**src/rtl/core_defs.sv**
```systemverilog
// Shared constants for the CDB arbiter: sizes and execution-unit source indices.
package core_defs;
  localparam int NUM_SRC = 5;
  localparam int DATA_W  = 32;
  localparam int TAG_W   = 4;
  localparam int SRC_W   = 3;

  localparam logic [SRC_W-1:0] SRC_ADD1 = 3'd0;
  localparam logic [SRC_W-1:0] SRC_ADD2 = 3'd1;
  localparam logic [SRC_W-1:0] SRC_ADD3 = 3'd2;
  localparam logic [SRC_W-1:0] SRC_MUL1 = 3'd3;
  localparam logic [SRC_W-1:0] SRC_MUL2 = 3'd4;
endpackage

```
**src/rtl/rr_arbiter.sv**
```systemverilog
// Rotating-priority pick: the first set req at or after ptr (mod NUM_SRC) wins.
module rr_arbiter #(
  parameter int NUM_SRC = 5,
  parameter int SRC_W   = 3
) (
  input  logic [NUM_SRC-1:0] req,
  input  logic [SRC_W-1:0]   ptr,
  output logic [NUM_SRC-1:0] grant,
  output logic [SRC_W-1:0]   grant_idx,
  output logic               any_grant
);

  // Scan from the farthest offset back to ptr so the closest request wins last.
  always_comb begin
    grant     = '0;
    grant_idx = '0;
    any_grant = 1'b0;
    for (int k = NUM_SRC - 1; k >= 0; k--) begin
      int idx;
      idx = int'(ptr) + k;
      if (idx >= NUM_SRC) idx = idx - NUM_SRC;
      if (req[idx]) begin
        grant      = '0;
        grant[idx] = 1'b1;
        grant_idx  = SRC_W'(idx);
        any_grant  = 1'b1;
      end
    end
  end

endmodule

```
**src/rtl/cdb_arbiter.sv**
```systemverilog
// Common data bus arbiter: one holding slot per execution unit, round-robin
// broadcast of one slot per cycle onto a registered CDB.
module cdb_arbiter
  import core_defs::*;
#(
  parameter int NUM_SRC = core_defs::NUM_SRC,
  parameter int DATA_W  = core_defs::DATA_W,
  parameter int TAG_W   = core_defs::TAG_W,
  parameter int SRC_W   = core_defs::SRC_W
) (
  input  logic                      clk,
  input  logic                      rst_n,
  input  logic                      flush,
  input  logic [NUM_SRC-1:0]        src_valid,
  output logic [NUM_SRC-1:0]        src_ready,
  input  logic [NUM_SRC*DATA_W-1:0] src_result,
  input  logic [NUM_SRC*TAG_W-1:0]  src_tag,
  output logic                      cdb_valid,
  output logic [DATA_W-1:0]         cdb_data,
  output logic [TAG_W-1:0]          cdb_tag,
  output logic [SRC_W-1:0]          cdb_src
);

  logic [NUM_SRC-1:0]             full;
  logic [NUM_SRC-1:0][DATA_W-1:0] data_q;
  logic [NUM_SRC-1:0][TAG_W-1:0]  tag_q;
  logic [SRC_W-1:0]               rr_ptr;
  logic [NUM_SRC-1:0]             grant;
  logic [SRC_W-1:0]               grant_idx;
  logic                           any_grant;
  logic [NUM_SRC-1:0]             take;
  logic [SRC_W-1:0]               ptr_next;

  rr_arbiter #(.NUM_SRC(NUM_SRC), .SRC_W(SRC_W)) u_rr (
    .req       (full),
    .ptr       (rr_ptr),
    .grant     (grant),
    .grant_idx (grant_idx),
    .any_grant (any_grant)
  );

  // A slot being drained this cycle can take a new result, sustaining one per cycle.
  assign src_ready = ~full | grant;
  assign take      = src_valid & src_ready;
  assign ptr_next  = (grant_idx == SRC_W'(NUM_SRC - 1)) ? '0 : grant_idx + SRC_W'(1);

  // Slot fill/drain; a reload in the grant cycle keeps the slot full with the new data.
  always_ff @(posedge clk or negedge rst_n) begin
    if (!rst_n) begin
      full   <= '0;
      data_q <= '0;
      tag_q  <= '0;
    end else if (flush) begin
      full <= '0;
    end else begin
      for (int i = 0; i < NUM_SRC; i++) begin
        if (take[i]) begin
          full[i]   <= 1'b1;
          data_q[i] <= src_result[i*DATA_W +: DATA_W];
          tag_q[i]  <= src_tag[i*TAG_W +: TAG_W];
        end else if (grant[i]) begin
          full[i] <= 1'b0;
        end
      end
    end
  end

  // Registered broadcast; payload holds its last value on idle cycles.
  always_ff @(posedge clk or negedge rst_n) begin
    if (!rst_n) begin
      cdb_valid <= 1'b0;
      cdb_data  <= '0;
      cdb_tag   <= '0;
      cdb_src   <= '0;
      rr_ptr    <= '0;
    end else if (flush) begin
      cdb_valid <= 1'b0;
    end else if (any_grant) begin
      cdb_valid <= 1'b1;
      cdb_data  <= data_q[grant_idx];
      cdb_tag   <= tag_q[grant_idx];
      cdb_src   <= grant_idx;
      rr_ptr    <= ptr_next;
    end else begin
      cdb_valid <= 1'b0;
    end
  end

endmodule
```
**config.mk**
```make
export PLATFORM = sky130hd
export DESIGN_NAME = cdb_arbiter
export DESIGN_NICKNAME = d
export VERILOG_FILES = /design/src/rtl/core_defs.sv /design/src/rtl/rr_arbiter.sv /design/src/rtl/cdb_arbiter.sv
export SDC_FILE = /design/constraint.sdc
export NUM_CORES = 1
export LEC_CHECK = 0
export ABC_CLOCK_PERIOD_IN_PS = 4600
export CORE_ASPECT_RATIO = 1.2
export CORE_MARGIN = 5
export CORE_UTILIZATION = 47
export DETAILED_ROUTE_END_ITERATION = 12
export PLACE_DENSITY = 0.77
export RECOVER_POWER = 25
export SLEW_MARGIN = 20
export SYNTH_ARGS = -nofsm -noshare
export SYNTH_HDL_FRONTEND = slang
export SYNTH_SLANG_ARGS = --single-unit
```
**constraint.sdc**
```tcl
create_clock -name clk -period 4.6 [get_ports clk]
set_input_delay 0.92 -clock clk [delete_from_list [all_inputs] [get_ports clk]]
set_output_delay 0.92 -clock clk [all_outputs]
set_load 0.02 [all_outputs]
```
After elaboration in Yosys (flattened, before gate mapping)
Cells that the tools add are included.

storage, ports and cells
  flip-flop bits (word level) = 228
  input port bits = 188
  logic and storage cells = 130

cells by class
  $add $sub $neg = 10
  $lt $le $gt $ge = 16
  equality and inequality tests = 1
  multiplexer cells = 63
  bitwise logic cells = 4
  reductions and logical operators = 16

operators by type and width
  kind                     count
  $mux W32                 6
  $ge A32 B1 Y1 const B    5
  $lt A32 B5 Y1 const B    5
  $ge A32 B4 Y1 const B    4
  $sub A32 B4 Y32 const B  4
  $bmux W32 S3             1
  $mux W1                  32
  $mux W5                  6
  $mux W3                  6
  $bmux W1 S3              5
  $demux W1 S3             5
  $reduce_bool A3 Y1       5
  $bmux W4 S3              1
  $reduce_and A2 Y1        6
  $add A3 B2 Y4 const B    2
  $and A5 B5 Y5            1
  $logic_and A1 B1 Y1      5
  $not A5 Y5               1
  $or A5 B5 Y5             1
  $add A3 B1 Y4 const B    1
  $add A3 B3 Y4 const B    1
  $lt A3 B4 Y1 const B     1
  $mux W4                  1
  $sub A3 B3 Y4 const B    1
  other kinds (4)          4

Longest topological paths before layout
Gate-level depths: netlist (run 1).

  word-level depth = 16
  mapped depth = 21
  mapped depth without buffers = 17

Hierarchy
A second synthesis (run 1) with hierarchy kept.

unflattened totals
  cells, all modules = 938
  area, all modules = 11,775.0 µm²

by module, submodules not included
  module       times used  cells an instance  area each (µm²)
  cdb_arbiter  1           671                9,773.1
  rr_arbiter   1           267                2,001.9

Worst setup path before layout (run 1)
Ideal clock, no wire load.

  kind = register -> register
  start point = register rr_ptr[0]
  end point = register rr_ptr[0]
  arrival = 4.168 ns
  data required time = 4.479 ns
  setup slack = 0.311 ns
  cell stages (with the launch flop) = 20
  path buffers = 5
  period minus slack after synthesis = 4.289 ns
  cell sequence = dfrtp_1 > buf_2 > inv_1 > buf_2 > ha_1 > inv_1 > ha_1 > a21oi_2 > mux2i_1 > o21ai_0 > a221oi_2 > buf_6 > a22oi_1 > a21oi_2 > buf_4 > buf_2 > ha_1 > inv_1 > or2_2 > a22o_1

between the ends
  longest elaborated chain between the ends = 13

ends and longest elaborated chain
  item                                              line               source
  start: declaration                                cdb_arbiter.sv:27  logic [SRC_W-1:0] rr_ptr;
  start signal: assignment                          cdb_arbiter.sv:83  rr_ptr <= ptr_next;
  $add A3 B3 Y4                                     rr_arbiter.sv:20   idx = int'(ptr) + k;
  $sub A32 B4 Y32 or $ge A32 B4 Y1 (tied branches)  rr_arbiter.sv:21   if (idx >= NUM_SRC) idx = idx - NUM_SRC;
  $mux W32                                          rr_arbiter.sv:21
  $bmux W1 S3                                       rr_arbiter.sv:22   if (req[idx]) begin
  $mux W1 (implied by the code) (2 in series)       rr_arbiter.sv:22
  $mux W3 (5 in series)                             rr_arbiter.sv:22
  $add A3 B1 Y3 or $eq A3 B3 Y1 (tied branches)     cdb_arbiter.sv:45  assign ptr_next = (grant_idx == SRC_W'(NUM_SRC - 1)) ? '0 : grant_idx + SRC_W'(1);
  $mux W3                                           cdb_arbiter.sv:45

Parallel ways exist; a longest one is shown, timed or not. The select of a mux whose other input is x is not followed.
A chain may end at the register's enable or synchronous reset.

Worst setup path in the final report (run 1)
  start point = register rr_ptr[0]
  end point = output src_ready[1]

between the ends
  longest elaborated chain between the ends = 13

ends and longest elaborated chain
  item                                                                  line               source
  $add A3 B3 Y4                                                         rr_arbiter.sv:20
  $sub A32 B4 Y32 or $ge A32 B4 Y1 (tied branches)                      rr_arbiter.sv:21
  $mux W32                                                              rr_arbiter.sv:21
  $ge A32 B1 Y1 (implied by the code) or $lt A32 B5 Y1 (tied branches)  rr_arbiter.sv:24   grant[idx] = 1'b1;
  $logic_and A1 B1 Y1 (implied by the code)                             rr_arbiter.sv:24
  $mux W1 (implied by the code)                                         rr_arbiter.sv:24
  $demux W1 S3                                                          n/a
  $mux W5 (4 in series)                                                 rr_arbiter.sv:22
  $mux W5 *                                                             rr_arbiter.sv:22
  $or A5 B5 Y5 *                                                        cdb_arbiter.sv:43  assign src_ready = ~full | grant;
  end: declaration                                                      cdb_arbiter.sv:15  output logic [NUM_SRC-1:0] src_ready,

Every way passes the cells marked *; elsewhere a longest branch is shown, timed or not. The select of a mux whose other input is x is not followed.

==> results of run 1 <==
## per-layer routing
layer,part of all wire (%),routed length [µm],GRT usage [%],vias up
li1,-,-,-,3945
met1,40,13380,28.55,4386
met2,53,17770,42.90,221
met3,5.2,1743,4.012,53
met4,2.4,813,7.244,0
met5,0,0,0,-
## cell families after synthesis
family | share of synthesized area (%)
and+or+nand+nor | 6.413
xor gates and xnor gates | 0.4369
AOI/OAI and AO/OA | 11.39
DFF | 48.58
muxes | 26.29
adders and majority gates | 2.621
buffers and inverters | 4.272
## how the worst max path moves through the flow
| stage | cells past startpoint | to | start | slack [ps] |
|---|---|---|---|---|
| 2_1_floorplan | 19 | rr_ptr[0] | rr_ptr[0] | 310 |
| 3_3_place_gp | 13 | src_ready[4] | rr_ptr[0] | 210 |
| 3_5_place_dp | 11 | src_ready[4] | rr_ptr[0] | 170 |
| 4_1_cts | 12 | src_ready[4] | rr_ptr[0] | -30 |
| 5_1_grt | 14 | src_ready[1] | rr_ptr[0] | -60 |
| 6_report | 14 | src_ready[1] | rr_ptr[0] | 120 |
## worst max-delay path, cell delays in order, from the launching register on
cell	delay, ps
dfrtp_1	390
inv_1	90
buf_6	160
ha_1	220
fa_2	380
a21boi_1	140
buf_4	170
mux2i_2	240
a211oi_2	140
a21o_1	200
buf_4	160
and3b_1	190
o21ai_0	120
o2111ai_2	210
buf_2	220
## registers in the layout, summed over array words and instances (netlist names)
name,cells
cdb_data,32
cdb_src,3
cdb_tag,4
cdb_valid,1
data_q,160
full,5
rr_ptr,3
tag_q,20
## cells in the final DEF (no fill, tap or decap), drive strengths merged, types with 21 or more instances in the layout
master           n
nor2            68
nand2           30
mux2           184
buf             51
dfrtp          228
o22ai           40
ha              23
clkdlybuf4s50  226
a21oi           21
inv             30
clkbuf          36
a22o            37
mux2i           88
## final cells by class
type / count / area, µm² / area share [%]
diodes: 8 / 20.02 / 0.1286
clock buffers: 34 / 739.5 / 4.752
clock inverters: 12 / 141.4 / 0.9085
inverters: 27 / 101.3 / 0.6512
multi-input cells: 626 / 5668 / 36.42
flip-flops and latches: 228 / 5705 / 36.66
well taps: 325 / 406.6 / 2.613
repair buffers: 280 / 2780 / 17.86
## metrics by stage
stage | hold slack (ps) | setup slack (ps) | util [%] | setup TNS (ps)
finish | 485.5 | 117.5 | 63.08 | 0
global route | 495.6 | -62.71 | 63.08 | -120.3
CTS | 488.7 | -25.10 | 62.75 | -25.10
detailed placement | 475.4 | 166.7 | 58.93 | 0
global placement | 466.6 | 208.2 | 58.93 | 0
floorplan | 457.4 | 311.2 | - | 0
## cell usage after synthesis (all sizes together) (3+ instances only)
| library cell | count | area (µm²) |
|---|---|---|
| a211oi | 3 | 27.52 |
| a32o | 4 | 40.04 |
| o31a | 4 | 35.03 |
| a21oi | 21 | 116.4 |
| o311ai | 5 | 43.80 |
| ha | 23 | 287.8 |
| clkbuf | 11 | 45.05 |
| a31oi | 4 | 25.02 |
| and2 | 4 | 25.02 |
| a21boi | 3 | 26.28 |
| nand2 | 30 | 115.1 |
| o21ai | 14 | 73.82 |
| nand3 | 16 | 85.08 |
| mux2i | 88 | 880.8 |
| xnor2 | 4 | 42.55 |
| buf | 49 | 355.3 |
| nor3 | 4 | 20.02 |
| and3 | 5 | 31.28 |
| nand2b | 11 | 71.32 |
| nor2b | 3 | 18.77 |
| inv | 27 | 101.4 |
| nor2 | 68 | 255.2 |
| mux2 | 184 | 2185 |
| a22o | 37 | 324.1 |
| a21o | 7 | 75.07 |
| dfrtp | 228 | 5705 |
| nor3b | 5 | 37.54 |
| o22ai | 40 | 250.2 |
| a221oi | 8 | 88.83 |
## what timing repair did
action | CTS | global route
setup endpoints to repair | 5 | 5
pin swaps | 4 | 5
resized for setup | 20 | 22
buffers inserted | 4 | 1
hold endpoints to repair | 0 | 0
==> impl_metrics.toml, run 1 <==
[route]
ant_nets = 0
dr.pass1.iters = 4
drt_iter0_drc = 409
drc = 0
viasPerCell = 5.588
wirelength_um = 33710
wl_per_cell_um = 21.89
vias = 8605

[yosys]
synthFlopType = "dfrtp_1"
netlist_area_um2 = 11750
post_synth_inst_count = 941
yosysSeqAreaShare_pct = 48.58
synth_area_per_cell_um2 = 12.48
ys_types = 77
ys_seq_elements = 228
synth_edf_count = 0
synthArstFlopShare_pct = 100.0
synth_fp_nets = 1153
yosys_warnings = 0

[placed_design]
placed_cell_area_um2 = 14540
port_buffers = 232
detailedPlacementHpwl_um = 23620
gp_congestion = 0.9042
post-place-cells = 1481

[timing]
rsz0062_at_grt = "true"
slew_headroom_pct = -95.85
setup_viol_count_final = 0
timing.fmax_mhz = 223.1
slew_viol_final = 118
hold_viol_final = 0
fin_worst_skew_ps = 11.85
worstMarginPinSlew_ps = 2938
fin_crit_sh_pct = 97.44
fin_crit_ps = 4482

[outcome]
status = "finished, violations left"
violations = "capacitance limit, slew limit"

[clocking]
cts-root-buf = "clkbuf_16"
clk_latency_ps = 530
cts_tree = "built"
cts_hold_buffers = 0
cts_max_path_buffers = 3
htreeDepth = 1
clkTransAtPathRegs_ps = 60
cts_buffers = 25
cts_sinks = 228

[worst_setup_path]
cp.arrival_ps = 3560
reg2reg_depth = 17
crit_fanout = 14
crit_required_ps = 3680
reg2reg_to = "cdb_data[12]"
path_class = "flop to primary output"
reg2reg_from = "rr_ptr[0]"
cp-start-kind = "flop"
reg2reg_slack_ps = 550
cp-end-kind = "primary output"

[grt]
first_global_vias = 9222
grt_overflow = 0
antenna_found_initial = 7
grt_max_degree = 118
grt.total_usage_pct = 23.58
grt_pass1_wl_um = 52830

[cells_and_area]
fin_area_um2 = 15560
final_layout_size_suffix_gt1_share_pct = 24.03
area_growth_pct = 32.50
fin_nets = 1400
fill_cells = 1933
stdcell_count = 1540

[floorplanning]
dieArea_um2 = 28260
die_height_um = 183.2
io_pins = 233
fp.coreArea_um2 = 24670
rows = 63
die-width_um = 154.3
initial_core_util_pct = 47.60

[hold_path]
min-delay-path-class = "flop to flop"
hold_end = "data_q[106]"
hold_depth = 1
min_from = "data_q[106]"

[run]
max_cap_violations = 1
Power of run 1 is not shown: default switching activity piles up to over one toggle a cycle in this logic, so the estimate is an artifact.
==> inputs of run 2 (changes only) <==
--- a/config.mk
+++ b/config.mk
@@ -7,3 +7,2 @@
 export LEC_CHECK = 0
-export ABC_CLOCK_PERIOD_IN_PS = 4600
 export CORE_ASPECT_RATIO = 1.2
@@ -14,3 +13,3 @@
 export RECOVER_POWER = 25
-export SLEW_MARGIN = 20
+export SLEW_MARGIN = 5
 export SYNTH_ARGS = -nofsm -noshare
==> constraint.sdc (replaced) <==
create_clock -name clk -period 4.6 [get_ports clk]
set_input_delay 0.69 -clock clk [delete_from_list [all_inputs] [get_ports clk]]
set_output_delay 0.69 -clock clk [all_outputs]
set_load 0.02 [all_outputs]
==> run 2 against run 1 <==
Compared with the run above:
- the flow still finishes with violations (capacitance limit, slew limit)
- die area unchanged
- critical path depth decreased by 1
- register-to-register slack lost 50 ps
- largest cell class unchanged
==> impl_metrics.toml, run 2 (same netlist as run 1, synthesis figures left out) <==
[run]
max_cap_violations = 1

[worst_setup_path]
cp-start-kind = "flop"
crit_fanout = 9
cp-end-kind = "primary output"
crit_path_top_delay_cell = "a2111oi_2"
path_buf_inv = 4
path_class = "flop to primary output"
path_cells = "inv_1, ha_2, ha_1, buf_4, a21o_4, a2111oi_2, a221oi_2, buf_4, a21boi_4, a31oi_1, o221a_2, o31ai_4, buf_4"
cp.arrival_ps = 3730
crit_required_ps = 3910
crit_top_cell = "buf_4"
path_delay_family = "compound AO/OA/AOI/OAI gates"
max_stage_delay_ps = 390

[timing]
fin_crit_sh_pct = 96.13
timing.fmax_mhz = 226.1
fin_crit_ps = 4422
slew_headroom_pct = -125.8
worstMarginPinSlew_ps = 3386
hold_viol_final = 0
slew_viol_final = 137
fin_worst_skew_ps = 17.64
setup_viol_count_final = 0

[cells_and_area]
post-route-util_pct = 62.93
layout_commonest_cell = "dfrtp_1"
reg_top3 = "data_q (160), cdb_data (32), tag_q (20)"
fill_cells = 1929
fin_nets = 1394
final_layout_size_suffix_gt1_share_pct = 22.81
area_growth_pct = 32.20
final_cell_mix = "dfrtp_1, clkdlybuf4s50_1, mux2_2, mux2i_1, nor2_1"
top_register = "data_q"
largest_reg_flops = 160

[grt]
met2_usage_pct = 41.49
met1_usage_pct = 28.53
first_global_vias = 9338
antenna_found_initial = 3
grt.total_usage_pct = 23.28
grt_pass1_wl_um = 52320
gr-max-usage-layer = "met2"
grt_overflow = 0
grt_max_degree = 137
grt_util_met3_pct = 4.130

[floorplanning]
io_pins = 233
fp.coreArea_um2 = 24670
die-width_um = 154.3
dieArea_um2 = 28260
rows = 63
initial_core_util_pct = 47.60
die_height_um = 183.2

[route]
viasPerCell = 5.693
dr.pass1.iters = 5
drt_iter0_drc = 370
ant_nets = 0
vias = 8682
drc = 0
wirelength_um = 33640
wl_per_cell_um = 22.06

[outcome]
status = "finished, violations left"
violations = "capacitance limit, slew limit"

[clocking]
clkTransAtPathRegs_ps = 60
cts_sinks = 228
cts_max_path_buffers = 3
cts_buffers = 24
htreeDepth = 1
cts-root-buf = "clkbuf_16"
clk_latency_ps = 520
cts_tree = "built"

[placed_design]
gp_congestion = 0.9459
port_buffers = 232
detailedPlacementHpwl_um = 23310

[hold_path]
min-delay-path-class = "flop to flop"
## run 2: timing repair
item                       in CTS  in global routing
gates resized for setup        13                 16
setup buffers                   3                  4
hold buffers                    0                  0
setup endpoints to repair       5                  5
cloned                          0                  0
pin swaps                       2                  2
## run 2: path summary, 6_finish.rpt
kind                             startpoint           end  slack (ps)  cells past startpoint
worst max-delay path              rr_ptr[0]  src_ready[4]         180                     13
worst min-delay path            data_q[103]   data_q[103]         480                      1
worst max register to register    rr_ptr[0]  cdb_data[26]         500                     15
worst min register to register  data_q[103]   data_q[103]         480                      1
max in group asynchronous             rst_n     tag_q[18]        1330                      1
min in group asynchronous             rst_n   data_q[114]        1270                      1
## run 2: routing by layer
metal | vias to the layer above | part of all wire, % | wire length, µm
met5 | - | 0 | 0
met4 | 0 | 3.3 | 1096
met3 | 65 | 5.3 | 1794
met2 | 291 | 52 | 17410
met1 | 4396 | 40 | 13330
li1 | 3930 | - | -
## run 2: final cells by class
cell class,count,area (µm²),area share [%]
tap,325,406.6,2.619
clock buffer,32,690.7,4.448
clock inverter,9,187.7,1.209
multi-input combinational,626,5662,36.46
timing repair buffer,275,2766,17.82
inverter,27,101.3,0.6527
antenna,3,7.507,0.04835
sequential,228,5705,36.74
## run 2: per-stage QoR
| step | instance area (µm²) | worst slack (ps) | instances | hold WS (ps) | setup TNS [ps] |
|---|---|---|---|---|---|
| 6_report | 15530 | 178.0 | 1525 | 484.9 | 0 |
| 2_1_floorplan | 11750 | 311.2 | 941 | 394.4 | 0 |
| 3_5_place_dp | 14500 | 269.0 | 1474 | 473.9 | 0 |
| 3_3_place_gp | 14500 | 235.5 | 1474 | 465.6 | 0 |
| 5_1_grt | 15530 | -26.13 | 1525 | 506.2 | -26.13 |
| 4_1_cts | 15440 | -4.857 | 1518 | 334.2 | -4.857 |
Power of run 2 is left out for the same reason.
